### config.mk
export PLATFORM = sky130hd
export DESIGN_NAME = adder_share_arbiter
export DESIGN_NICKNAME = d
export VERILOG_FILES = /design/src/rtl/adder_share_arbiter.sv
export SDC_FILE = /design/constraint.sdc
export NUM_CORES = 1
export LEC_CHECK = 0
export CORE_ASPECT_RATIO = 1.25
export CORE_MARGIN = 1
export CORE_UTILIZATION = 33
export CTS_BUF_LIST = sky130_fd_sc_hd__clkbuf_2 sky130_fd_sc_hd__clkbuf_4 sky130_fd_sc_hd__clkbuf_8
export DETAILED_ROUTE_END_ITERATION = 10
export PLACE_DENSITY = 0.79
export SYNTH_ARGS = -nofsm -noshare
export SYNTH_HDL_FRONTEND = slang
export SYNTH_SLANG_ARGS = --single-unit
### constraint.sdc
create_clock -name clk -period 1.5 [get_ports clk]
set_clock_uncertainty 0.05 [all_clocks]
set_input_delay 0.3 -clock clk [delete_from_list [all_inputs] [get_ports clk]]
set_output_delay 0.3 -clock clk [all_outputs]
set_load 0.05 [all_outputs]
### src/rtl/adder_share_arbiter.sv
// adder_share_arbiter: round-robin sharing of one registered adder among NUM_REQ requesters.
// Optional grant/busy statistics counters are enabled by defining ADDER_ARB_STATS_EN.
module adder_share_arbiter #(
    parameter int NUM_REQ     = 4,
    parameter int DATA_W      = 8,
    parameter int ADD_LATENCY = 1
) (
    input  logic                      clk,
    input  logic                      rst,
    input  logic [NUM_REQ-1:0]        req_valid,
    output logic [NUM_REQ-1:0]        req_ready,
    input  logic [NUM_REQ*DATA_W-1:0] req_in1,
    input  logic [NUM_REQ*DATA_W-1:0] req_in2,
    output logic [NUM_REQ-1:0]        rsp_valid,
    output logic [DATA_W:0]           rsp_data,
    output logic [DATA_W-1:0]         add_in1,
    output logic [DATA_W-1:0]         add_in2,
    input  logic [DATA_W:0]           add_out
`ifdef ADDER_ARB_STATS_EN
    ,
    input  logic                      stat_clr,
    output logic [NUM_REQ*16-1:0]     stat_grant_cnt,
    output logic [15:0]               stat_busy_cnt
`endif
);
    localparam int ID_W = $clog2(NUM_REQ);

    logic [ID_W-1:0]                  ptr, gnt_id, idx;
    logic                             gnt_any, hs;
    logic [ADD_LATENCY:0]             tag_v;
    logic [ADD_LATENCY:0][ID_W-1:0]   tag_id;

    // Scan downward so the candidate closest to the pointer is assigned last and wins
    always_comb begin
        gnt_any = 1'b0;
        gnt_id  = '0;
        idx     = '0;
        for (int k = NUM_REQ - 1; k >= 0; k--) begin
            idx = ID_W'((int'(ptr) + k) % NUM_REQ);
            if (req_valid[idx]) begin
                gnt_any = 1'b1;
                gnt_id  = idx;
            end
        end
    end

    assign hs        = gnt_any & ~rst;
    assign req_ready = hs ? NUM_REQ'(1) << gnt_id : '0;
    assign rsp_valid = tag_v[ADD_LATENCY] ? NUM_REQ'(1) << tag_id[ADD_LATENCY] : '0;
    assign rsp_data  = add_out;

    always_ff @(posedge clk or posedge rst) begin
        if (rst) begin
            ptr     <= '0;
            add_in1 <= '0;
            add_in2 <= '0;
            tag_v   <= '0;
            tag_id  <= '0;
        end else begin
            if (hs) begin
                ptr     <= (gnt_id == ID_W'(NUM_REQ - 1)) ? '0 : gnt_id + 1'b1;
                add_in1 <= req_in1[int'(gnt_id)*DATA_W +: DATA_W];
                add_in2 <= req_in2[int'(gnt_id)*DATA_W +: DATA_W];
            end
            tag_v[0]  <= hs;
            tag_id[0] <= gnt_id;
            for (int k = 1; k <= ADD_LATENCY; k++) begin
                tag_v[k]  <= tag_v[k-1];
                tag_id[k] <= tag_id[k-1];
            end
        end
    end

`ifdef ADDER_ARB_STATS_EN
    always_ff @(posedge clk or posedge rst) begin
        if (rst) begin
            stat_grant_cnt <= '0;
            stat_busy_cnt  <= '0;
        end else if (stat_clr) begin
            stat_grant_cnt <= '0;
            stat_busy_cnt  <= '0;
        end else if (hs) begin
            if (stat_busy_cnt != 16'hFFFF)
                stat_busy_cnt <= stat_busy_cnt + 16'd1;
            if (stat_grant_cnt[int'(gnt_id)*16 +: 16] != 16'hFFFF)
                stat_grant_cnt[int'(gnt_id)*16 +: 16] <= stat_grant_cnt[int'(gnt_id)*16 +: 16] + 16'd1;
        end
    end
`endif
endmodule

== Yosys cells after proc, flatten, opt, wreduce, memory -nomap -nowiden ==
Index checks and enable logic that the tools add are counted.

* Add/subtract/negate cells: 4
* Multiply operators: 0
* Divide/modulo/power cells: 0
* Order comparisons: 4
* Eq/ne operators: 1
* Shift-type cells: 4
* Multiplexer cells: 19
* Bitwise operators: 2
* Reductions and logical operators: 0

{| class="wikitable"
|+ Operators by type and width
! kind !! number
|-
| 32-bit by 6-bit variable part select with 8-bit output || 2
|-
| 2-bit by 3-bit less-than comparator with 1-bit output (second input constant) || 4
|-
| 2-bit 2-to-1 mux || 5
|-
| 1-bit binary-select mux with 2-bit select || 4
|-
| 1-bit 2-to-1 mux || 8
|-
| 4-bit 2-to-1 mux || 2
|-
| 1-bit by 2-bit << shifter with 4-bit output (first input constant) || 2
|-
| 2-bit by 1-bit adder with 2-bit output (second input constant) || 2
|-
| 2-bit adder (second input constant) || 2
|-
| 2-bit equality test (second input constant) || 1
|-
| 1-bit AND || 1
|-
| 1-bit NOT || 1
|}

* Register bits after elaboration: 24
* Bits in latches: 0
* Memory bits (writable): 0
* Bits in read-only memories: 0
* Bits of input ports: 79
* Output and inout port bits: 33
* Memories kept: 0

== Longest topological paths before layout ==
* Depth in word-level cells: 9
* Gate-level depth with buffers: 7

== Worst setup path before layout ==
OpenSTA, ideal clock, no wires.

* Path kind: reg-to-output
* Start point: reg ptr[1]
* End point: out req_ready[1]
* Data arrival time: 2119 ps
* Slack: -969 ps
* Cell stages (with the launch flop): 6
* Buffers on the path: 0
* Cell sequence: dfrtp_1 nand2_1 a311oi_1 or2_2 inv_1 nor3_1

* Longest elaborated chain between the ends: 9
* Elaborated cells between the ends (all ways): 22
* Classes of those cells: add/sub (3); shift (1); mux (17); bitwise (1)

{| class="wikitable"
|+ RTL lines
! item !! line !! source
|-
| from (decl) || 28 || <nowiki>logic [ID_W-1:0] ptr, gnt_id, idx;</nowiki>
|-
| from (signal assigned) || 61 || <nowiki>ptr <= (gnt_id == ID_W'(NUM_REQ - 1)) ? '0 : gnt_id + 1'b1;</nowiki>
|-
| 2-bit adder || 39 || <nowiki>idx = ID_W'((int'(ptr) + k) % NUM_REQ);</nowiki>
|-
| 1-bit binary-select mux with 2-bit select || 40 || <nowiki>if (req_valid[idx]) begin</nowiki>
|-
| 1-bit 2-to-1 mux (implied by the code) || 40 ||
|-
| 2-bit 2-to-1 mux (3 in series) || 40 ||
|-
| 2-bit 2-to-1 mux * || 40 ||
|-
| via gnt_id[1] || 28 ||
|-
| 1-bit by 2-bit << shifter with 4-bit output * || 48 || <nowiki>assign req_ready = hs ? NUM_REQ'(1) << gnt_id : '0;</nowiki>
|-
| 4-bit 2-to-1 mux * || 48 ||
|-
| to (decl) || 11 || <nowiki>output logic [NUM_REQ-1:0] req_ready,</nowiki>
|}

Mark *: on every way through the listed nets, which the timed path passes. The rest lies on a longest branch. The select of a mux whose other input is x is not followed.

== Worst setup path in the final report ==
* Start point: reg ptr[1]
* End point: out req_ready[3]

* Longest elaborated chain between the ends: 9
* Elaborated cells between the ends (all ways): 22
* Classes of those cells: add/sub (3); shift (1); mux (17); bitwise (1)

{| class="wikitable"
|+ RTL lines
! item !! line
|-
| 2-bit adder || 39
|-
| 1-bit binary-select mux with 2-bit select || 40
|-
| 1-bit 2-to-1 mux (implied by the code) || 40
|-
| 2-bit 2-to-1 mux or 1-bit 2-to-1 mux (tied branches) (4 in series) || 40
|-
| 1-bit by 2-bit << shifter with 4-bit output or 1-bit AND (tied branches) || 48, 47
|-
| 4-bit 2-to-1 mux * || 48
|}

Every way passes the cells marked *; elsewhere a longest branch is shown, timed or not. The select of a mux whose other input is x is not followed.

==> results.sh <==
export IMPL_grt_setup_unrepaired="yes"
export IMPL_fin_area_mm2=0.00364
export IMPL_vias=1779
export IMPL_total_power_w=0.00521
export IMPL_comb_power_share_pct=70.4
export IMPL_dieHeight_um=80.9
export IMPL_hold_violations=0
export IMPL_grt_pass1_vias=1795
export IMPL_hpwl_mm=3.74
export IMPL_p_leak_nw=1.46
export IMPL_status="finished with violations"
export IMPL_vdd_drop_max_mv=0.925
export IMPL_fin_ws_ps=-533
export IMPL_cts_buffer_depth=2
export IMPL_crit_arrival_ps=1680
export IMPL_swShare_pct=42.2
export IMPL_crit_required_ps=1150
export IMPL_drv_slew=0
export IMPL_root_buffer="clkbuf_8"
export IMPL_cp_depth=6
export IMPL_hp_class="flop to flop"
export IMPL_area_growth_pct=122
export IMPL_gp_congestion=0.744
export IMPL_ff2ff_path_depth=8
export IMPL_switchingPower_w=0.00220
export IMPL_insertion_delay_ps=260
export IMPL_critical_path_max_stage_delay_ps=420
export IMPL_rows=28
export IMPL_pin_count=112
export IMPL_cts_sinks=24
export IMPL_power_density_mw_per_mm2=1430
export IMPL_gr_usage_all_layers_pct=20.9
export IMPL_period_needed_ps=2030
export IMPL_slowest_stage="dfrtp_2"
export IMPL_cp_cell_sequence="mux2i_1, or2_4, nand3_4, buf_12, nor3_4, buf_12"
export IMPL_dpl_instance_area_mm2=0.00293
export IMPL_final_cell_mix="clkdlybuf4s50_1, buf_12, dfrtp_1"
export IMPL_wl_per_cell_um=17.7
export IMPL_p_int_w=0.00301
export IMPL_clk_pin_slew_ps=90
export IMPL_synthCells=160
export IMPL_coreArea_mm2=0.00476
export IMPL_fmax_ghz=0.492
export IMPL_syn_cell_area_mm2=0.00164
export IMPL_fp_dieW_um=65.1
export IMPL_drive_gt1_share_pct=48.2
export IMPL_port_buffers=93
export IMPL_maxCapViolCount=0
export IMPL_seq_power_share_pct=21.2
export IMPL_critPathCaptureType="output pin"
export IMPL_failed_checks="setup timing"
export IMPL_ys_types=35
export IMPL_grt_overflow=0
export IMPL_final_core_util_pct=76.4
export IMPL_start_util_pct=34.5
export IMPL_worst_slew_pin_slew_ps=284
export IMPL_crit_buf_inv=2
export IMPL_yosys_warnings=0
export IMPL_cts_tree="built"
export IMPL_dp_slack_ps=-809
export IMPL_reg2reg_setup_slack_ps=-340
export IMPL_drt_iter0_markers=35
export IMPL_hold_path_depth=0
export IMPL_cp_max_fo=4
export IMPL_layout_cells_non_filler=340
export IMPL_syn_nets=239
export IMPL_drc=0
export IMPL_setup_viol=21
export IMPL_postRouteAntennaNets=0
export IMPL_ys_ff_latch=24
export IMPL_p_clk_share_pct=8.4
export IMPL_slew_headroom_pct=80.9
export IMPL_startpoint_type="flop"
export IMPL_wirelength_mm=6.02
export IMPL_post_route_period_util_pct=136
export IMPL_fin_nets=360
export IMPL_n_antenna_cell=0
export IMPL_crit_family="simple AND/OR/NAND/NOR gates"
export IMPL_cts_htree_levels=1
export IMPL_dieArea_mm2=0.00527
export IMPL_yosysSeqAreaShare_pct=36.6
export IMPL_cts_made_buffers=3
export IMPL_drt_vias_per_instance=5.23
export IMPL_path_class="flop to output pin"
export IMPL_grt_pass1_wl_mm=8.44
export IMPL_cp_common_cell="buf_12"
export IMPL_final_common_cell="clkdlybuf4s50_1"
export IMPL_grt_max_degree=17
export IMPL_dp_cells=310
export IMPL_antenna_found_initial=0
export IMPL_firstDrtPassIters=4
export IMPL_syn_area_per_cell_um2=10.3
-- per-layer routing --
| metal | vias up | wire length [um] | share of wire (%) | track usage, % |
|---|---|---|---|---|
| li1 | 815 | - | - | - |
| met1 | 893 | 2180 | 36 | 23.8 |
| met2 | 63 | 3510 | 58 | 39.7 |
| met3 | 8 | 241 | 4.0 | 1.97 |
| met4 | 0 | 96 | 1.6 | 8.04 |
| met5 | - | 0 | 0 | 0 |
-- synthesized netlist by cell type (all sizes together) --
cell,number,area share [%]
dfrtp,24,37
nor2,21,5.0
buf,19,11
and2,17,6.6
mux2i,17,10
a211oi,16,7.3
a221oi,16,12
inv,5,1.1
nand2,3,0.69
nor3,3,0.91
or2,3,1.3
a21oi,2,0.61
nand2b,2,0.76
o21ai,2,0.84
a21o,1,0.46
a311oi,1,0.53
and3,1,0.38
and3b,1,0.53
clkbuf,1,0.23
nand3,1,1.1
nor2b,1,0.38
nor3b,1,0.46
nor4,1,0.38
xnor2,1,0.53
-- state kept, by name, summed over array words and instances, names as in the netlist --
| register | flops |
|---|---|
| ptr | 2 |
| tag_v | 2 |
| add_in1 | 8 |
| tag_id | 4 |
| add_in2 | 8 |
-- worst paths after layout --
kind,start,endpoint
max,ptr[1],req_ready[3]
min,tag_v[0],tag_v[1]
max reg2reg,ptr[1],add_in1[5]
max in group asynchronous,rst,add_in1[2]
min in group asynchronous,rst,tag_id[0]
min reg2reg,tag_v[0],tag_v[1]
-- per-stage QoR --
stage | hold WS, ps | TNS [ps]
final | 311 | -6670
after global placement | 282 | -15610
after global routing | 329 | -7740
after floorplan | 265 | -2100
after CTS | 314 | -5800
after detailed placement | 291 | -17210
-- layout make-up --
class                           count  area (um^2)
Timing Repair Buffer              136         1650
Multi-Input combinational cell    111         1240
Fill cell                         312         1120
Sequential cell                    24          602
Tap cell                           60         75.1
Clock buffer                        4         55.1
Inverter                            5         23.8
-- power groups by stage --
stage | Sequential (W) | Clock, W | Combinational, W
2_1_floorplan | 0.00155 | 0 | 0.00106
3_3_place_gp | 0.00109 | 0 | 0.00272
3_5_place_dp | 0.00110 | 0 | 0.00275
4_1_cts | 0.00109 | 0.000448 | 0.00328
5_1_grt | 0.00113 | 0.000474 | 0.00381
6_report | 0.00110 | 0.000438 | 0.00367
-- cells by family (layout without fill, tap and decap cells) --
logic type             after synthesis  count (layout)  share of synthesized area (%)
AO/OA/AOI/OAI                       38              38                           22.1
buffers and inverters               25             145                           12.0
XOR/XNOR                             1               1                          0.533
AND/OR/NAND/NOR                     55              55                           18.4
flip-flops                          24              24                           36.6
multiplexers                        17              17                           10.4
-- repair_timing --
| action | in CTS | in global routing |
|---|---|---|
| pin swaps | 21 | 16 |
| cloned | 2 | 1 |
| buffers inserted | 18 | 10 |
| gates resized for setup | 50 | 47 |
| hold buffers | 0 | 0 |
| endpoints found under the setup margin | 23 | 24 |
Power figures use the tool's default switching activity.
